`config.mk`:
```
export PLATFORM = sky130hd
export DESIGN_NAME = pipe_ctrl
export DESIGN_NICKNAME = d
export VERILOG_FILES = /design/src/rtl/pipe_ctrl_pkg.sv /design/src/rtl/pipe_ctrl_wdog.sv /design/src/rtl/pipe_ctrl.sv
export SDC_FILE = /design/constraint.sdc
export NUM_CORES = 1
export LEC_CHECK = 0
export CAP_MARGIN = 20
export CORE_UTILIZATION = 45
export DETAILED_ROUTE_END_ITERATION = 7
export GPL_TIMING_DRIVEN = 0
export PLACE_DENSITY = 0.7
export SKIP_LAST_GASP = 1
export SLEW_MARGIN = 10
export SYNTH_ARGS = -nofsm -noshare
export SYNTH_HDL_FRONTEND = slang
export SYNTH_SLANG_ARGS = --single-unit
```
`constraint.sdc`:
```
create_clock -name clk -period 3.1 [get_ports clk]
set_input_delay 0.62 -clock clk [delete_from_list [all_inputs] [get_ports clk]]
set_output_delay 0.62 -clock clk [all_outputs]
set_load 0.02 [all_outputs]
```
`src/rtl/pipe_ctrl_pkg.sv`:
```
// ============================================================================
// pipe_ctrl_pkg : shared encodings and defaults for the execute-stage sequencer
// Rev 1.0 : initial release
// ============================================================================
`default_nettype none

package pipe_ctrl_pkg;

  typedef enum logic [1:0] {
    ST_RUN   = 2'd0,
    ST_FLUSH = 2'd1,
    ST_HOLD  = 2'd2
  } state_t;

  localparam int          c_flush_cycles_def = 2;
  localparam int          c_hold_timeout_def = 255;
  localparam int          c_flush_cnt_w      = 4;
  localparam int          c_wdog_w           = 16;
  // Instruction the IF/ID and ID/EX registers load when flushed (addi x0,x0,0)
  localparam logic [31:0] c_nop_insn         = 32'h0000_0013;

endpackage

`default_nettype wire

```
`src/rtl/pipe_ctrl_wdog.sv`:
```
// ============================================================================
// pipe_ctrl_wdog : consecutive-HOLD cycle counter with sticky timeout flag
// Rev 1.0 : initial release
// ============================================================================
`default_nettype none

module pipe_ctrl_wdog
  import pipe_ctrl_pkg::*;
#(
  parameter int HOLD_TIMEOUT = c_hold_timeout_def
) (
  input  logic clk,
  input  logic rst_n,
  input  logic in_hold,
  output logic timeout
);

  logic [c_wdog_w-1:0] r_cnt;
  logic [c_wdog_w-1:0] w_cnt_next;

  always_comb begin
    w_cnt_next = r_cnt;
    if (!in_hold) begin
      w_cnt_next = '0;
    end else if (r_cnt != {c_wdog_w{1'b1}}) begin
      w_cnt_next = r_cnt + 1'b1;
    end
  end

  always_ff @(posedge clk or negedge rst_n) begin
    if (!rst_n) begin
      r_cnt <= '0;
    end else begin
      r_cnt <= w_cnt_next;
    end
  end

  generate
    if (HOLD_TIMEOUT != 0) begin : g_wdog_en
      localparam logic [c_wdog_w-1:0] c_limit = c_wdog_w'(HOLD_TIMEOUT);
      logic r_flag;

      // Flag sets on the edge that closes the HOLD_TIMEOUT-th HOLD cycle
      always_ff @(posedge clk or negedge rst_n) begin
        if (!rst_n) begin
          r_flag <= 1'b0;
        end else if (in_hold && (w_cnt_next == c_limit)) begin
          r_flag <= 1'b1;
        end
      end

      assign timeout = r_flag;
    end else begin : g_wdog_dis
      assign timeout = 1'b0;
    end
  endgenerate

endmodule

`default_nettype wire

```
`src/rtl/pipe_ctrl.sv`:
```
// ============================================================================
// pipe_ctrl : EX-stage sequencer producing PC redirect, flush and stall
// Rev 1.0 : initial release
// ============================================================================
`default_nettype none

module pipe_ctrl
  import pipe_ctrl_pkg::*;
#(
  parameter int FLUSH_CYCLES = c_flush_cycles_def,
  parameter int HOLD_TIMEOUT = c_hold_timeout_def,
  parameter int ADDR_W       = 32
) (
  input  logic              clk,
  input  logic              rst_n,
  input  logic              jump_en_i,
  input  logic [ADDR_W-1:0] jump_addr_i,
  input  logic              hold_ex_i,
  input  logic              hold_bus_i,
  output logic              pc_load_o,
  output logic [ADDR_W-1:0] pc_addr_o,
  output logic              flush_o,
  output logic              pipe_hold_o,
  output logic              hold_timeout_o,
  output logic [1:0]        state_o
);

  localparam logic [c_flush_cnt_w-1:0] c_flush_load = c_flush_cnt_w'(FLUSH_CYCLES - 1);

  state_t                   r_state;
  state_t                   w_state_next;
  logic [c_flush_cnt_w-1:0] r_flush_cnt;
  logic [c_flush_cnt_w-1:0] w_flush_cnt_next;
  logic                     r_pend;
  logic                     w_pend_next;
  logic [ADDR_W-1:0]        r_pend_addr;
  logic [ADDR_W-1:0]        w_pend_addr_next;
  logic [ADDR_W-1:0]        r_pc_addr;
  logic [ADDR_W-1:0]        w_pc_addr_next;
  logic                     r_pc_load;
  logic                     w_pc_load_next;
  logic                     w_hold_any;
  logic                     w_pipe_hold;

  assign w_hold_any = hold_ex_i | hold_bus_i;

  always_comb begin
    w_state_next     = r_state;
    w_flush_cnt_next = r_flush_cnt;
    w_pend_next      = r_pend;
    w_pend_addr_next = r_pend_addr;
    w_pc_addr_next   = r_pc_addr;
    w_pc_load_next   = 1'b0;
    w_pipe_hold      = 1'b0;

    case (r_state)
      ST_RUN: begin
        w_pipe_hold = w_hold_any;
        if (jump_en_i) begin
          w_pc_addr_next   = jump_addr_i;
          w_flush_cnt_next = c_flush_load;
          w_pc_load_next   = 1'b1;
          w_state_next     = ST_FLUSH;
        end else if (w_hold_any) begin
          w_state_next = ST_HOLD;
        end
      end

      ST_FLUSH: begin
        if (r_flush_cnt == '0) begin
          w_state_next = w_hold_any ? ST_HOLD : ST_RUN;
        end else begin
          w_flush_cnt_next = r_flush_cnt - 1'b1;
        end
      end

      ST_HOLD: begin
        w_pipe_hold = w_hold_any;
        if (jump_en_i && !r_pend) begin
          w_pend_next      = 1'b1;
          w_pend_addr_next = jump_addr_i;
        end
        // A jump arriving in the release cycle counts as the pending one
        if (!w_hold_any) begin
          if (r_pend || jump_en_i) begin
            w_pc_addr_next   = r_pend ? r_pend_addr : jump_addr_i;
            w_pend_next      = 1'b0;
            w_flush_cnt_next = c_flush_load;
            w_pc_load_next   = 1'b1;
            w_state_next     = ST_FLUSH;
          end else begin
            w_state_next = ST_RUN;
          end
        end
      end

      default: begin
        w_state_next = ST_RUN;
      end
    endcase
  end

  always_ff @(posedge clk or negedge rst_n) begin
    if (!rst_n) begin
      r_state     <= ST_RUN;
      r_flush_cnt <= '0;
      r_pend      <= 1'b0;
      r_pend_addr <= '0;
      r_pc_addr   <= '0;
      r_pc_load   <= 1'b0;
    end else begin
      r_state     <= w_state_next;
      r_flush_cnt <= w_flush_cnt_next;
      r_pend      <= w_pend_next;
      r_pend_addr <= w_pend_addr_next;
      r_pc_addr   <= w_pc_addr_next;
      r_pc_load   <= w_pc_load_next;
    end
  end

  pipe_ctrl_wdog #(
    .HOLD_TIMEOUT(HOLD_TIMEOUT)
  ) u_wdog (
    .clk     (clk),
    .rst_n   (rst_n),
    .in_hold (r_state == ST_HOLD),
    .timeout (hold_timeout_o)
  );

  assign pc_load_o   = r_pc_load;
  assign pc_addr_o   = r_pc_addr;
  assign flush_o     = (r_state == ST_FLUSH);
  // Stall is combinational from the requests; masked so reset forces it low
  assign pipe_hold_o = w_pipe_hold & rst_n;
  assign state_o     = r_state;

endmodule

`default_nettype wire

```
After elaboration in Yosys (flattened, before gate mapping)
Index checks and enable logic that the tools add are counted.

Bits in writable memories: 0. Latch bits: 0. Output and inout port bits: 38. Input bits: 37. Bits in read-only memories: 0. Register bits: 89. Memories: 0.

Eq/ne operators: 10. Reduce and logical (&&, ||, !) cells: 13. $add $sub $neg: 2. $mul: 0. Shift operators: 0. Div/mod/pow operators: 0. Mux-type cells: 27. Order comparisons: 0. Bitwise gates (word level): 2.

Operator list (count): 32-bit 2-to-1 mux (4); 32-bit one-hot mux with 2 select lines (1); 16-bit 2-to-1 mux (2); 16-bit by 1-bit adder with 16-bit output, second input constant (1); 16-bit by 8-bit equality test with 1-bit output, second input constant (1); 4-bit 2-to-1 mux (4); 16-bit inequality test, second input constant (1); 4-bit one-hot mux with 3 select lines (1); 2-bit 2-to-1 mux (5); 1-bit 2-to-1 mux (8); 2-bit inequality test, second input constant (4); 2-bit one-hot mux with 3 select lines (1); 5-bit AND reduction (1); 4-bit zero test (1); 4-bit AND reduction (1); 4-bit by 1-bit subtractor with 4-bit output, second input constant (1); 3-bit inequality test, second input constant (1); 3-bit AND reduction (1); 3-bit nonzero test (1); 2-bit by 1-bit equality test with 1-bit output, second input constant (1); 2-bit equality test, second input constant (1); 1-bit logical AND (2); 2-bit zero test (1); 2-bit by 1-bit inequality test with 1-bit output, second input constant (1); other kinds (8) (8).

Longest topological paths before layout
Gate-level depths: netlist (run 1).

Depth after elaboration: 5. Mapped depth: 7.

Hierarchy
Synthesis (run 1) repeated with hierarchy kept, for this count alone.

Cells, all modules: 359. Area, all modules: 4157.7 µm².

Modules (own cells, without submodules): pipe_ctrl (area each 3108.0 µm², sequential area each 1801.7 µm², cells each 252, instances 1); pipe_ctrl_wdog (area each 1049.8 µm², sequential area each 425.4 µm², cells each 107, instances 1).

Worst setup path before layout (run 1)
OpenSTA, ideal clock, no wires.

Kind: register to register. Start: register u_wdog.r_cnt[0]. End: register u_wdog.g_wdog_en.r_flag (netlist: u_wdog.timeout). Setup slack: 986 ps. Arrival: 2010 ps. Path buffers: 1. Required time: 2996 ps. Stages on the path, launching flop included: 8. Path through: dfrtp_1 ha_1 nand3_2 or4_1 buf_4 a211oi_4 nand4_1 o41ai_2.

Longest elaborated chain between the ends: 5.

RTL lines: start, declared (RTL line pipe_ctrl_wdog.sv:18) `logic [c_wdog_w-1:0] r_cnt;`; start signal, assigned (RTL line pipe_ctrl_wdog.sv:34) `r_cnt <= w_cnt_next;`; 16-bit by 1-bit adder with 16-bit output / 16-bit inequality test (equally long branches) (RTL line pipe_ctrl_wdog.sv:26, pipe_ctrl_wdog.sv:25); 16-bit 2-to-1 mux (*) (RTL line pipe_ctrl_wdog.sv:25) `end else if (r_cnt != {c_wdog_w{1'b1}}) begin`; 16-bit 2-to-1 mux (*) (RTL line pipe_ctrl_wdog.sv:23) `if (!in_hold) begin`; named net u_wdog.w_cnt_next[3] (RTL line pipe_ctrl_wdog.sv:19) `logic [c_wdog_w-1:0] w_cnt_next;`; 16-bit by 8-bit equality test with 1-bit output (*) (RTL line pipe_ctrl_wdog.sv:47) `end else if (in_hold && (w_cnt_next == c_limit)) begin`; 1-bit logical AND (*) (RTL line pipe_ctrl_wdog.sv:47); end signal, assigned (RTL line pipe_ctrl_wdog.sv:46) `r_flag <= 1'b0;`; end signal, assigned (RTL line pipe_ctrl_wdog.sv:48) `r_flag <= 1'b1;`; end, declared (RTL line pipe_ctrl_wdog.sv:41) `logic r_flag;`.

Mark *: on every way through the listed nets, which the timed path passes. The rest lies on a longest branch. A chain may end at the register's enable or synchronous reset.

Worst setup path after layout (run 1)
Start: input hold_ex_i. End: output pipe_hold_o.

Longest elaborated chain between the ends: 3.

RTL lines: start, declared (RTL line pipe_ctrl.sv:18) `input logic hold_ex_i,`; 1-bit OR (RTL line pipe_ctrl.sv:45) `assign w_hold_any = hold_ex_i | hold_bus_i;`; 1-bit 2-to-1 mux (RTL line pipe_ctrl.sv:56) `case (r_state)`; 1-bit bitwise AND (RTL line pipe_ctrl.sv:134) `assign pipe_hold_o = w_pipe_hold & rst_n;`; end, declared (RTL line pipe_ctrl.sv:23) `output logic pipe_hold_o,`.

No other way between the ends.

==> metrics.log, run 1 <==
INFO  metric result_of_the_run = finished, final reports clean
INFO  metric crit_path_end_kind = primary output
INFO  metric post_cts_buffers = 0
INFO  metric effective_utilization_at_floorplan = 46.4%
INFO  metric power = 4580 uW
INFO  metric timing.critical_path.buf_inv = 2
INFO  metric cts_tree = yes
INFO  metric vias_per_cell = 5.34
INFO  metric yosys_warnings = 0
INFO  metric dpl-instance-area = 4950 um2
INFO  metric place.detailed.hpwl = 6.20 mm
INFO  metric timing_worst_setup_path_type = primary input to primary output
INFO  metric core_area = 8720 um2
INFO  metric slew_violations = 0
INFO  metric h-tree-depth = 3
INFO  metric num_antenna_cells = 0
INFO  metric dieHeight = 96.9 um
INFO  metric syn_to_final_growth = 27.1%
INFO  metric synth_top_area_share = 55.0%
INFO  metric finish.net_count = 479
INFO  metric p_leak = 0.00229 uW
INFO  metric timing.max_slew.rel_slack = 62.4%
INFO  metric cts_num_sinks = 89
INFO  metric yosysUniqueCellTypes = 48
INFO  metric clockBufferDepth = 2
INFO  metric finalWeightedCongestion = 0.921
INFO  metric crit_fanout = 3
INFO  metric final-hold-violation-count = 0
INFO  metric initialDrtViolationCount = 122
INFO  metric grt_remaining_overflow = 0
INFO  metric fin_skew = 0.0165 ns
INFO  metric yosys-top-cells-count = sky130_fd_sc_hd__dfrtp_1, sky130_fd_sc_hd__nor2_1, sky130_fd_sc_hd__mux2i_1
INFO  metric cts_made_buffers = 9
INFO  metric timing.critical_path.cells = clkdlybuf4s50_1 -> nor2_1 -> nor3b_1 -> clkdlybuf4s50_1
INFO  metric synth-edff-count = 0
INFO  metric grt_start_max_net_pins = 65
INFO  metric routed_wl = 8.53 mm
INFO  metric hold_path_class = primary input to async pin
INFO  metric worst_path_depth = 4
INFO  metric worstPathRequired = 2.48 ns
INFO  metric vias = 2941
INFO  metric min_period = 2.69 ns
INFO  metric synth_seq_area_share = 55.0%
INFO  metric hold_buffers = 0
INFO  metric worst_r2r_path_depth = 7
INFO  metric max_freq = 371 MHz
INFO  metric post_synth_instance_area = 4050 um2
INFO  metric worstSkewPairLatency = 0.35 ns
INFO  metric regToRegEndpoint = u_wdog.timeout
INFO  metric drt_pass1_iterations = 4
INFO  metric most_used_dff_post_synth = sky130_fd_sc_hd__dfrtp_1
INFO  metric timing.final.crit_share = 86.9%
INFO  metric dominant_cell_type_by_count_on_the_critical_path = sky130_fd_sc_hd__clkdlybuf4s50_1
INFO  metric rows = 34
INFO  metric clkTransAtPathRegs = 0.10 ns
INFO  metric synth.ff_latch_count = 89
INFO  metric crit_path_max_incr_delay = 0.65 ns
INFO  metric async_flop_share = 100%
INFO  metric drc = 0
INFO  metric share_of_final_layout_standard_cells_stronger_than_drive_strength_1 = 13.1%
INFO  metric post-place-ws = 0.302 ns
INFO  metric groute.usage.overall = 19.5%
INFO  metric endpoint = pipe_hold_o
INFO  metric design_area = 5150 um2
INFO  metric setup-violations-final = 0
INFO  metric netlist_top_cells_area = sky130_fd_sc_hd__dfrtp_1, sky130_fd_sc_hd__mux2i_1, sky130_fd_sc_hd__mux2_2
INFO  metric worst-slew-pin-transition = 0.564 ns
INFO  metric cp.arrival = 2.07 ns
INFO  metric syn-instance-count = 353
INFO  metric dp_cells = 536
INFO  metric stdcell_count = 551
INFO  metric final_antenna_net_count = 0
INFO  metric rsz0062_at_grt = false
INFO  metric antenna_found_initial = 0
INFO  metric final_tns_setup = 0 ns
INFO  metric synth_most_common_cell = sky130_fd_sc_hd__dfrtp_1
INFO  metric setup_ws = 0.405 ns
INFO  metric netlist.top_cell.by_area = sky130_fd_sc_hd__dfrtp_1
INFO  metric buffer_ports.inserted = 74
INFO  metric post_cts_resize_count = 0
INFO  metric io_count = 75
INFO  metric die-area = 9380 um2
INFO  metric critical-path-slowest-cell = sky130_fd_sc_hd__clkdlybuf4s50_1
INFO  metric number_of_global_route_vias_before_repair = 3041
INFO  metric max-vdd-ir-drop = 0.485 mV
INFO  metric setup.worst_path.start = hold_ex_i
INFO  metric critical_path.reg2reg.startpoint = u_wdog.r_cnt[0]
INFO  metric mappedNetlistNets = 393
INFO  metric power.density = 890 nW/um2
INFO  metric die_x = 96.9 um
INFO  metric post_drt_wl_per_cell = 15.5 um
INFO  metric reg2reg_slack = 0.68 ns
INFO  metric max-cap-violations = 0
INFO  metric critical-path-top-delay-family = buffers and inverters
INFO  metric grt_first_pass_wirelength = 14.7 mm
INFO  metric cts_root_buf = sky130_fd_sc_hd__clkbuf_8
INFO  metric syn_area_per_cell = 11.5 um2
INFO  metric type_of_origin_of_the_critical_path = primary input
-- registers in the layout, summed over array words and instances (netlist names) --
| signal | flops |
|---|---|
| pc_load_o | 1 |
| r_pend_addr | 32 |
| r_pend | 1 |
| u_wdog.r_cnt | 16 |
| r_flush_cnt | 4 |
| pc_addr_o | 32 |
| state_o | 2 |
| u_wdog.timeout | 1 |
-- per-layer routing --
layer  wire, um  track usage (%)  up-vias
met5          0                0        -
met4        139             7.00        0
met3        572             5.49       14
met2       3930             29.4       75
met1       3890             26.8     1434
li1           -                -     1418
-- cell type report --
cell class | instances | area [um2]
fillers | 758 | 3570
flip-flops and latches | 89 | 2230
multi-input cells | 240 | 1710
repair buffers | 75 | 766
well taps | 108 | 135
clock buffers | 9 | 124
plain buffers | 18 | 88.8
clock inverters | 6 | 73.8
inverters | 6 | 22.5
-- power by group --
| part | total, uW | internal (uW) | leakage [uW] | switching, uW |
|---|---|---|---|---|
| clock network | 806 | 380 | 0.0000942 | 427 |
| logic | 1880 | 905 | 0.00112 | 971 |
| registers | 1900 | 1620 | 0.00108 | 274 |
-- cell usage in the layout, fill, tap and decap left out, types with 9 or more instances in the layout --
cell	synthesis	final
sky130_fd_sc_hd__a21oi_1	36	36
sky130_fd_sc_hd__clkbuf_1	10	10
sky130_fd_sc_hd__clkbuf_8	0	9
sky130_fd_sc_hd__clkdlybuf4s50_1	0	73
sky130_fd_sc_hd__dfrtp_1	89	89
sky130_fd_sc_hd__mux2_1	9	9
sky130_fd_sc_hd__mux2_2	23	23
sky130_fd_sc_hd__mux2i_1	38	38
sky130_fd_sc_hd__nand2_1	10	10
sky130_fd_sc_hd__nor2_1	49	49
-- metrics by stage --
stage | hold slack (ns) | utilization [%]
after floorplan | 0.324 | -
after global placement | 0.452 | 56.5
after detailed placement | 0.455 | 56.8
after CTS | 0.177 | 59.0
after global routing | 0.193 | 59.0
final | 0.180 | 59.0
-- how the worst min path moves through the flow --
stage / from / to
floorplan: rst_n / pc_addr_o[0]
global placement: u_wdog.timeout / u_wdog.timeout
detailed placement: u_wdog.timeout / u_wdog.timeout
CTS: rst_n / pc_addr_o[22]
global route: rst_n / r_pend_addr[21]
finish: rst_n / r_pend_addr[21]
-- kinds of logic (layout without fill, tap and decap cells) --
logic type | Yosys count | after routing | synth area share (%)
xor+xnor | 7 | 7 | 1.51
fa+ha+maj | 3 | 3 | 0.927
simple gates | 103 | 103 | 12.7
mux | 70 | 70 | 18.3
buf+inv | 24 | 114 | 2.75
compound gates | 57 | 57 | 8.80
flops | 89 | 89 | 55.0
Power figures use the tool's default switching activity.
==> run 2: changes to the inputs <==
PLACE_DENSITY = 0.71   (was 0.7)
==> metrics.log, run 2 (synthesis gave the netlist of run 1 again) <==
INFO  metric setup-violations-final = 0
INFO  metric crit_path_end_kind = primary output
INFO  metric multi_input_comb_area = 1710 um2
INFO  metric crit_path_max_incr_delay = 0.66 ns
INFO  metric max-cap-violations = 0
INFO  metric vias = 2946
INFO  metric p_leak = 0.00231 uW
INFO  metric min_period = 2.76 ns
INFO  metric final_antenna_net_count = 0
INFO  metric post_drt_wl_per_cell = 15.5 um
INFO  metric worstPathRequired = 2.48 ns
INFO  metric grt_start_max_net_pins = 54
INFO  metric post_cts_buffers = 0
INFO  metric timing.max_slew.rel_slack = 55.2%
INFO  metric rows = 34
INFO  metric cts_root_buf = sky130_fd_sc_hd__clkbuf_8
INFO  metric final-hold-violation-count = 0
INFO  metric result_of_the_run = finished, final reports clean
INFO  metric timing_worst_setup_path_type = primary input to primary output
INFO  metric antenna_found_initial = 0
INFO  metric rsz0062_at_grt = false
INFO  metric number_of_global_route_vias_before_repair = 2957
INFO  metric finish.net_count = 479
INFO  metric place.detailed.hpwl = 6.20 mm
INFO  metric syn_to_final_growth = 27.7%
INFO  metric initialDrtViolationCount = 125
INFO  metric core_area = 8720 um2
INFO  metric timing.final.crit_share = 89.1%
INFO  metric setup_ws = 0.339 ns
INFO  metric cp.arrival = 2.14 ns
INFO  metric hold_buffers = 0
INFO  metric filler_cell_count = 723
INFO  metric layout.cells.most_common = sky130_fd_sc_hd__dfrtp_1
INFO  metric worst-slew-pin-transition = 0.672 ns
INFO  metric grt_remaining_overflow = 0
INFO  metric drc = 0
INFO  metric vias_per_cell = 5.34
INFO  metric clkTransAtPathRegs = 0.09 ns
INFO  metric h-tree-depth = 3
INFO  metric share_of_final_layout_standard_cells_stronger_than_drive_strength_1 = 13.1%
INFO  metric num_antenna_cells = 0
INFO  metric regToRegEndpoint = u_wdog.timeout
INFO  metric cts_tree = yes
INFO  metric grt_first_pass_wirelength = 14.3 mm
INFO  metric critical_path.reg2reg.startpoint = u_wdog.r_cnt[0]
INFO  metric buffer_ports.inserted = 74
INFO  metric commonest_non_fill_non_tap_cells_in_the_layout = sky130_fd_sc_hd__dfrtp_1, sky130_fd_sc_hd__clkdlybuf4s50_1, sky130_fd_sc_hd__nor2_1
INFO  metric worstSkewPairLatency = 0.35 ns
INFO  metric critical-path-slowest-cell = sky130_fd_sc_hd__clkdlybuf4s50_1
INFO  metric type_of_origin_of_the_critical_path = primary input
INFO  metric seqCellArea = 2230 um2
INFO  metric reg2reg_slack = 0.68 ns
INFO  metric groute.usage.overall = 19.1%
INFO  metric post_cts_resize_count = 0
INFO  metric fin_skew = 0.0103 ns
INFO  metric die-area = 9380 um2
INFO  metric die_x = 96.9 um
INFO  metric drt_pass1_iterations = 4
INFO  metric cts_num_sinks = 89
INFO  metric hold_path_class = primary input to async pin
INFO  metric final_core_util = 59.3%
INFO  metric max_freq = 362 MHz
INFO  metric crit_fanout = 53
INFO  metric power.density = 904 nW/um2
INFO  metric timing.critical_path.cells = buf_4 -> nor3b_1 -> clkdlybuf4s50_1
INFO  metric cts_made_buffers = 9
INFO  metric finalWeightedCongestion = 0.908
INFO  metric max-vdd-ir-drop = 0.466 mV
INFO  metric slew_violations = 0
INFO  metric io_count = 75
INFO  metric worst_r2r_path_depth = 7
INFO  metric effective_utilization_at_floorplan = 46.4%
INFO  metric routed_wl = 8.58 mm
INFO  metric dieHeight = 96.9 um
INFO  metric post-place-ws = 0.268 ns
INFO  metric clockBufferDepth = 2
## run 2: cell count changes in the layout (fill, tap and decap cells not counted)
cell,delta
sky130_fd_sc_hd__inv_6,-2
sky130_fd_sc_hd__buf_12,+1
sky130_fd_sc_hd__buf_16,-1
sky130_fd_sc_hd__bufinv_16,+1
sky130_fd_sc_hd__clkbuf_1,+1
sky130_fd_sc_hd__clkbuf_8,+1
sky130_fd_sc_hd__clkinv_4,+1
sky130_fd_sc_hd__clkinvlp_4,-1
## run 2: how the worst max path moves through the flow
| stage | start | endpoint | slack (ns) | cells after the start |
|---|---|---|---|---|
| floorplan | u_wdog.r_cnt[0] | u_wdog.timeout | 0.99 | 7 |
| global placement | rst_n | pipe_hold_o | -2.62 | 3 |
| detailed placement | hold_bus_i | pc_addr_o[8] | 0.27 | 7 |
| CTS | rst_n | pipe_hold_o | 0.25 | 3 |
| global route | rst_n | pipe_hold_o | 0.13 | 3 |
| finish | rst_n | pipe_hold_o | 0.34 | 3 |
## run 2: critical path: cells and delay by family
family                 cells  cell delay, ns
buffers and inverters      2            1.19
and+or+nand+nor            1            0.32
## run 2: through the flow
stage / std cells / area [um2] / hold WS [ns] / power, uW / setup TNS [ns]
after floorplan: 353 / 4050 / 0.324 / 3000 / 0
after global placement: 535 / 4930 / 0.450 / 3750 / -165.58
after detailed placement: 536 / 4940 / 0.472 / 3820 / 0
after CTS: 552 / 5170 / 0.322 / 4730 / 0
after global routing: 552 / 5170 / 0.361 / 4970 / 0
final: 552 / 5170 / 0.312 / 4670 / 0
## run 2: where the power goes
group | switching, uW | internal (uW)
Clock | 413 | 484
Combinational | 973 | 905
Sequential | 275 | 1620
Total | 1660 | 3010
## run 2: cell type report
type	instances	area share, %
plain buffers	18	1.72
clock buffers	11	2.73
clock inverters	5	1.69
inverters	6	0.435
multi-input cells	240	33.1
flip-flops and latches	89	43.1
well taps	108	2.61
repair buffers	75	14.7
## run 2: per-layer routing
layer / vias to the layer above / track usage [%] / routed length (um)
met4: 0 / 6.20 / 95
met2: 69 / 30.3 / 4010
li1: 1417 / - / -
met5: - / 0 / 0
met1: 1450 / 25.2 / 3940
met3: 10 / 5.49 / 521
==> run 3: changes to the inputs <==
CORE_UTILIZATION = 52   (was 45)
PLACE_DENSITY = 0.81   (was 0.71)
==> metrics.log, run 3 (synthesis gave the netlist of run 1 again) <==
INFO  metric result_of_the_run = finished, final reports clean
INFO  metric crit_fanout = 3
INFO  metric clockBufferDepth = 2
INFO  metric rsz0062_at_grt = false
INFO  metric max-cap-violations = 0
INFO  metric rows = 31
INFO  metric final-hold-violation-count = 0
INFO  metric max-vdd-ir-drop = 0.567 mV
INFO  metric final_tns_setup = 0 ns
INFO  metric worstPathRequired = 2.48 ns
INFO  metric critical-path-top-delay-family = buffers and inverters
INFO  metric fin_skew = 0.00671 ns
INFO  metric initialDrtViolationCount = 168
INFO  metric die_x = 90.3 um
INFO  metric core_area = 7410 um2
INFO  metric setup-violations-final = 0
INFO  metric final_core_util = 69.6%
INFO  metric num_antenna_cells = 0
INFO  metric clkTransAtPathRegs = 0.09 ns
INFO  metric grt_start_max_net_pins = 68
INFO  metric commonest_non_fill_non_tap_cells_in_the_layout = sky130_fd_sc_hd__dfrtp_1, sky130_fd_sc_hd__clkdlybuf4s50_1, sky130_fd_sc_hd__nor2_1
INFO  metric antenna_found_initial = 0
INFO  metric worstSkewPairLatency = 0.36 ns
INFO  metric cts_num_sinks = 89
INFO  metric finish.net_count = 479
INFO  metric finalWeightedCongestion = 0.855
INFO  metric power.density = 912 nW/um2
INFO  metric critical-path-slowest-cell = sky130_fd_sc_hd__clkdlybuf4s50_1
INFO  metric groute.usage.overall = 23.2%
INFO  metric dominant_cell_type_by_count_on_the_critical_path = sky130_fd_sc_hd__clkdlybuf4s50_1
INFO  metric dieHeight = 90.3 um
INFO  metric hold_path_class = primary input to async pin
INFO  metric grt_first_pass_wirelength = 14.9 mm
INFO  metric p_leak = 0.00231 uW
INFO  metric buffer_ports.inserted = 74
INFO  metric worst_hold_slack = 0.153 ns
INFO  metric grt_remaining_overflow = 0
INFO  metric final_antenna_net_count = 0
INFO  metric crit_path_end_kind = primary output
INFO  metric hold_buffers = 0
INFO  metric routed_wl = 9.02 mm
INFO  metric post_cts_buffers = 0
INFO  metric timing.max_slew.rel_slack = 59.0%
INFO  metric type_of_origin_of_the_critical_path = primary input
INFO  metric cp.arrival = 2.03 ns
INFO  metric syn_to_final_growth = 27.4%
INFO  metric vias = 2990
INFO  metric crit_path_max_incr_delay = 0.63 ns
INFO  metric slew_violations = 0
INFO  metric timing.critical_path.cells = clkdlybuf4s50_1 -> nor2_1 -> nor3b_1 -> clkdlybuf4s50_1
INFO  metric setup_ws = 0.449 ns
INFO  metric cts_tree = yes
INFO  metric layout.cells.most_common = sky130_fd_sc_hd__dfrtp_1
INFO  metric drt_pass1_iterations = 4
INFO  metric post_cts_resize_count = 0
INFO  metric drc = 0
INFO  metric vias_per_cell = 5.51
INFO  metric timing.final.crit_share = 85.5%
INFO  metric die-area = 8150 um2
INFO  metric place.detailed.hpwl = 6.20 mm
INFO  metric share_of_final_layout_standard_cells_stronger_than_drive_strength_1 = 13.1%
INFO  metric number_of_global_route_vias_before_repair = 3088
INFO  metric h-tree-depth = 3
INFO  metric filler_cell_count = 563
INFO  metric cts_made_buffers = 9
INFO  metric timing.critical_path.buf_inv = 2
INFO  metric post-place-ws = 0.266 ns
INFO  metric io_count = 75
INFO  metric effective_utilization_at_floorplan = 54.7%
INFO  metric power = 4700 uW
INFO  metric post_drt_wl_per_cell = 16.6 um
INFO  metric max_freq = 377 MHz
INFO  metric worst-slew-pin-transition = 0.615 ns
INFO  metric cts_root_buf = sky130_fd_sc_hd__clkbuf_8
INFO  metric timing_worst_setup_path_type = primary input to primary output
INFO  metric min_period = 2.65 ns
-- run 3: area by class of cell --
cell class	instances	area [um2]	area share, %
Tap cell	99	124	2.40
Buffer	18	88.8	1.72
Sequential cell	89	2230	43.2
Clock inverter	6	91.3	1.77
Multi-Input combinational cell	240	1710	33.2
Timing Repair Buffer	75	766	14.8
Inverter	6	22.5	0.437
Clock buffer	10	128	2.47
-- run 3: per-stage QoR --
stage	std cells	area (um2)
after detailed placement	527	4940
final	543	5160
after CTS	543	5160
after global routing	543	5160
after global placement	526	4910
after floorplan	353	4050
-- run 3: path summary, 6_finish.rpt --
kind                           startpoint                to  slack [ns]  cells after the start
setup / recovery               hold_bus_i       pipe_hold_o        0.45                      4
hold / removal                      rst_n  u_wdog.r_cnt[13]        0.15                      1
setup reg to reg               state_o[1]   r_pend_addr[11]        0.69                      6
hold reg to reg            u_wdog.timeout    u_wdog.timeout        0.47                      2
max in group asynchronous           rst_n   r_pend_addr[17]        2.34                      2
min in group clk           u_wdog.timeout    u_wdog.timeout        0.47                      2
-- run 3: power breakdown --
part	switching [uW]	internal, uW
combinational	995	906
sequential	286	1620
clock	432	459
-- run 3: routing by layer --
layer | vias to the layer above | GRT usage, % | part of all wire [%]
li1 | 1424 | - | -
met1 | 1493 | 30.4 | 45
met2 | 63 | 38.3 | 49
met3 | 10 | 4.71 | 4.7
met4 | 0 | 8.47 | 1.4
met5 | - | 0 | 0
